### src/rtl/noc_pkg.sv
// Shared NoC types and widths used by the port arbiter and its helpers.
// Latency: none (declarations only).
// Backpressure: not applicable.
package noc_pkg;

  typedef enum logic {ARB_IDLE, ARB_LOCKED} arb_state_e;

  localparam int NOC_FLIT_W = 32;

endpackage

### src/rtl/noc_rr_pick.sv
// Round-robin pick: first requester at or after ptr, searching in modular order.
// Latency: purely combinational.
// Backpressure: none; the caller decides whether to act on the grant.
module noc_rr_pick #(
  parameter  int N  = 4,
  localparam int PW = $clog2(N)
) (
  input  logic [N-1:0]  req,
  input  logic [PW-1:0] ptr,
  output logic          gnt_vld,
  output logic [PW-1:0] gnt_idx
);

  logic [2*N-1:0] dbl;
  logic [2*N-1:0] masked;
  logic           found;

  // Duplicate the request vector, hide requesters below ptr in the lower copy,
  // then take the lowest set bit; the upper copy supplies the wrapped-around part.
  always_comb begin
    dbl     = {req, req};
    masked  = '0;
    gnt_idx = '0;
    found   = 1'b0;
    for (int k = 0; k < 2*N; k++) begin
      masked[k] = dbl[k] && (k >= int'(ptr));
    end
    for (int k = 0; k < 2*N; k++) begin
      if (!found && masked[k]) begin
        found   = 1'b1;
        gnt_idx = (k >= N) ? PW'(k - N) : PW'(k);
      end
    end
  end

  assign gnt_vld = |req;

endmodule

### src/rtl/noc_port_arbiter.sv
// Packet-aware round-robin arbiter sharing one output link among NUM_IN show-ahead FIFOs.
// Latency: 1 cycle from FIFO head to out_valid; 1 flit/cycle sustained.
// Backpressure: no pop while out_valid && !out_ready; output register holds stable.
module noc_port_arbiter
  import noc_pkg::*;
#(
  parameter  int NUM_IN = 4,
  parameter  int WIDTH  = NOC_FLIT_W,
  localparam int IW     = $clog2(NUM_IN)
) (
  input  logic                    clk,
  input  logic                    rst,
  input  logic [NUM_IN*WIDTH-1:0] src_data,
  input  logic [NUM_IN-1:0]       src_tail,
  input  logic [NUM_IN-1:0]       src_empty,
  output logic [NUM_IN-1:0]       src_rd_en,
  output logic [WIDTH-1:0]        out_data,
  output logic                    out_tail,
  output logic                    out_valid,
  input  logic                    out_ready,
  output logic [IW-1:0]           grant_id,
  output logic                    locked
);

  arb_state_e        state;
  arb_state_e        state_nxt;
  logic [IW-1:0]     rr_ptr;
  logic [IW-1:0]     owner;
  logic              load_ok;
  logic              gnt_vld;
  logic [IW-1:0]     gnt_idx;
  logic              pop;
  logic [IW-1:0]     pop_idx;
  logic [WIDTH-1:0]  sel_data;
  logic              sel_tail;

  // Explicit wrap so non-power-of-2 port counts never point past the last port.
  function automatic logic [IW-1:0] wrap_inc(input logic [IW-1:0] v);
    return (v == IW'(NUM_IN - 1)) ? '0 : v + 1'b1;
  endfunction

  assign load_ok = !out_valid || out_ready;
  assign locked  = (state == ARB_LOCKED);

  noc_rr_pick #(.N(NUM_IN)) u_pick (
    .req     (~src_empty),
    .ptr     (rr_ptr),
    .gnt_vld (gnt_vld),
    .gnt_idx (gnt_idx)
  );

  // FSM next state and pop decision; a pop always coincides with an output load.
  always_comb begin
    state_nxt = state;
    pop       = 1'b0;
    pop_idx   = owner;
    if (!rst) begin
      case (state)
        ARB_IDLE: begin
          if (load_ok && gnt_vld) begin
            pop     = 1'b1;
            pop_idx = gnt_idx;
            if (!src_tail[gnt_idx]) state_nxt = ARB_LOCKED;
          end
        end
        ARB_LOCKED: begin
          // Owner running dry mid-packet leaves a bubble; nobody else may cut in.
          if (load_ok && !src_empty[owner]) begin
            pop     = 1'b1;
            pop_idx = owner;
            if (src_tail[owner]) state_nxt = ARB_IDLE;
          end
        end
        default: state_nxt = ARB_IDLE;
      endcase
    end
  end

  // One-hot pop strobe and head-flit mux for the selected port.
  always_comb begin
    src_rd_en = '0;
    sel_data  = '0;
    sel_tail  = 1'b0;
    for (int i = 0; i < NUM_IN; i++) begin
      if (pop_idx == IW'(i)) begin
        src_rd_en[i] = pop;
        sel_data     = src_data[i*WIDTH +: WIDTH];
        sel_tail     = src_tail[i];
      end
    end
  end

  // State register, round-robin pointer, owner and registered output stage.
  always_ff @(posedge clk) begin
    if (rst) begin
      state     <= ARB_IDLE;
      rr_ptr    <= '0;
      owner     <= '0;
      out_valid <= 1'b0;
      out_data  <= '0;
      out_tail  <= 1'b0;
      grant_id  <= '0;
    end else begin
      state <= state_nxt;
      if (pop) begin
        out_valid <= 1'b1;
        out_data  <= sel_data;
        out_tail  <= sel_tail;
        grant_id  <= pop_idx;
        if (state == ARB_IDLE) owner <= pop_idx;
        // Pointer moves only when a packet completes.
        if (sel_tail) rr_ptr <= wrap_inc(pop_idx);
      end else if (out_ready) begin
        out_valid <= 1'b0;
      end
    end
  end

endmodule

### config.mk
export PLATFORM = sky130hd
export DESIGN_NAME = noc_port_arbiter
export DESIGN_NICKNAME = d
export VERILOG_FILES = /design/src/rtl/noc_pkg.sv /design/src/rtl/noc_rr_pick.sv /design/src/rtl/noc_port_arbiter.sv
export SDC_FILE = /design/constraint.sdc
export NUM_CORES = 1
export LEC_CHECK = 0
export CELL_PAD_IN_SITES_DETAIL_PLACEMENT = 0
export CELL_PAD_IN_SITES_GLOBAL_PLACEMENT = 1
export CORE_ASPECT_RATIO = 1.2
export CORE_MARGIN = 2
export CORE_UTILIZATION = 26
export CTS_BUF_LIST = sky130_fd_sc_hd__clkbuf_2
export CTS_CLUSTER_DIAMETER = 40
export DETAILED_ROUTE_END_ITERATION = 16
export MAX_ROUTING_LAYER = met4
export PLACE_DENSITY = 0.88
export SYNTH_ARGS = -nofsm -noshare
export SYNTH_HDL_FRONTEND = slang
export SYNTH_SLANG_ARGS = --single-unit
### constraint.sdc
create_clock -name clk -period 6.3 [get_ports clk]
set_input_delay 1.26 -clock clk [delete_from_list [all_inputs] [get_ports clk]]
set_output_delay 1.26 -clock clk [all_outputs]
set_load 0.01 [all_outputs]
==> flow_summary.ini <==
[run_status]
outcome = finished clean

[layout]
nets = 634
fillers = 1005
drive_gt1_share_pct = 4.878
diodes = 0
final_common_cell = clkdlybuf4s50_1
area_delta_synth_final_pct = 72.44
stdcell_area_um2 = 4524
mostFrequentLayoutCells = 178 x clkdlybuf4s50_1, 41 x dfxtp_1, 38 x nor2_1

[worst_setup_path]
critPathBufInv = 3
cp_cell_sequence = clkdlybuf4s50_1 -> and4_4 -> or4_4 -> o31a_1 -> inv_2 -> ha_2 -> and2_1 -> clkdlybuf4s50_1
arrival_ns = 3.96
critPathSlowestCell = clkdlybuf4s50_1
critPathTopFamily = buffers and inverters
slowest_delay_ns = 0.57
path_class = input port to output port
critPathMostFrequentCell = clkdlybuf4s50_1
endpoint_kind = output port
crit_path_max_fanout = 8
cp-start-kind = input port
cp.required_ns = 5.04

[sta]
min_period_over_period_pct = 82.92
hold_violations = 0
period_needed_ns = 5.224
final.setup.tns_ns = 0
slew-limit-headroom_pct = 48.21
drv_slew = 0
rsz0062_at_grt = no
clock.fmax_mhz = 191.4
fin_skew_ns = 0.03768
worst_pin_slew_ns = 0.7768
fin_hold_ws_ns = 0.4867
setup_viol = 0

[yosys]
synth_async_sr_flop_share_pct = 0
yosysSeqAreaShare_pct = 31.28
syn-cell-area_um2 = 2624
synth_edf_count = 0
syn_inst = 334
synth_cell_type_count = 38
synth_flop_cell = dfxtp_1
yosysWarnings = 0
synth_area_per_cell_um2 = 7.856
synth_seq_cells = 41
synth.net_count = 477

[global_route]
first_global_vias = 2979
grt_use_total_pct = 16.91
grt_max_degree = 68
overflow = 0
antenna_found_initial = 0
grt_pass1_wl_um = 14200

[cts]
clk_latency_ns = 0.42
cts_hold_buf = 0
cts_htree_levels = 2
cts_setup_buffers = 0
cts.sinks = 41
cts-root-buf = clkbuf_2
cts_made_buffers = 5
cts_resized = 0
cts_tree = built
cts_buffer_depth = 2
clk_pin_slew_ns = 0.26

[pwr]
swShare_pct = 40.32
pwr-share-clk_pct = 10.2
comb_power_share_pct = 60.2
p_leak_nw = 1.620
seqPwrFrac_pct = 29.6
switching_power_uw = 494.5
powerDensity_nw_per_um2 = 271.1
vdd_ir_drop_max_uv = 107.3
p_int_uw = 731.9

[floorplanning]
core_area_um2 = 9910
die_area_um2 = 10910
die_w_um = 95.71
dieHeight_um = 114.0
io_pins = 180
initial_core_util_pct = 26.48
rows = 40

[routing]
wl_per_cell_um = 14.75
wirelength_um = 9118
postRouteAntennaNets = 0
vias = 3116
drc = 0
initialDrtViolationCount = 106
dr.pass1.iters = 4
via_per_inst = 5.042

[hold_path]
hold_class = register to register

[placed_design]
io_buffers = 179
place_hpwl_um = 6957
gp_congestion = 0.8990
placed_area_um2 = 4474

[flow_run]
cap_viol_max_count = 0
through the flow:
step	cells	setup WS (ns)	total power [mW]	util, %
after global routing	618	0.9379	1.345	45.66
final	618	1.076	1.226	45.66
after detailed placement	610	1.098	1.117	45.15
after floorplan	334	1.606	0.8111	-
after CTS	618	1.084	1.246	45.66
after global placement	610	1.148	1.106	45.15
logic make-up after synthesis:
| group | synth area share, % |
|---|---|
| compound gates | 33.48 |
| simple gates | 24.13 |
| buf+inv | 6.151 |
| mux | 3.052 |
| flops | 31.28 |
| fa+ha+maj | 1.908 |
tightest hold or removal path, stage by stage, from the launching register on:
cell	delay [ns]
dfxtp_1	0.38
nand2_1	0.05
a21oi_1	0.05
power groups by stage:
stage / sequential, mW / clock [mW] / combinational (mW)
2_1_floorplan: 0.389 / 0 / 0.422
3_3_place_gp: 0.367 / 0 / 0.740
3_5_place_dp: 0.370 / 0 / 0.747
4_1_cts: 0.364 / 0.133 / 0.749
5_1_grt: 0.372 / 0.147 / 0.826
6_report: 0.363 / 0.125 / 0.739
path summary, 6_finish.rpt:
path                 from           end  slack, ns  cells after the start
max          src_empty[1]  src_rd_en[3]       1.08                      8
min              out_tail      out_tail       0.49                      2
max reg2reg     rr_ptr[1]  out_data[18]       2.65                     12
min reg2reg      out_tail      out_tail       0.49                      2
cells in the mapped netlist (all sizes together), types with 2 or more instances:
cell	n	share of area [%]
o21a	3	0.86
nand2	6	0.86
nand3b	2	0.57
mux2i	2	0.76
o31a	2	0.67
nor2b	35	8.3
nor2	38	5.4
dfxtp	41	31
nor3	32	6.1
a211oi	34	9.7
clkbuf	27	3.9
a21oi	36	6.9
o211ai	2	0.57
o211a	4	1.5
and2	4	0.95
inv	4	0.57
o21ai	2	0.38
buf	8	1.7
a221oi	32	11
mux4	2	1.9
ha	4	1.9
sequential cells by signal (all words and copies together) (netlist names):
name	cells
out_tail	1
grant_id	2
locked	1
rr_ptr	2
out_data	32
out_valid	1
owner	2
per-layer routing:
layer  vias to the layer above  part of all wire, %  track usage [%]  wire length [µm]
met5                         -                    0                -                 0
met4                         0                  1.1            3.714                97
met3                         7                  6.8            3.038               621
met2                       128                   52            30.12              4748
met1                      1401                   40            19.58              3650
li1                       1580                    -                -                 -
final cells by class:
type	instances	area, µm²	share of cell area (%)
clock inverter	3	25.02	0.5531
inverter	4	15.01	0.3319
timing repair buffer	185	1832	40.49
clock buffer	5	25.02	0.5531
sequential	41	820.8	18.14
tap	126	157.7	3.485
multi-input combinational	254	1649	36.45
Note: power is estimated with default switching activity, not from simulation.
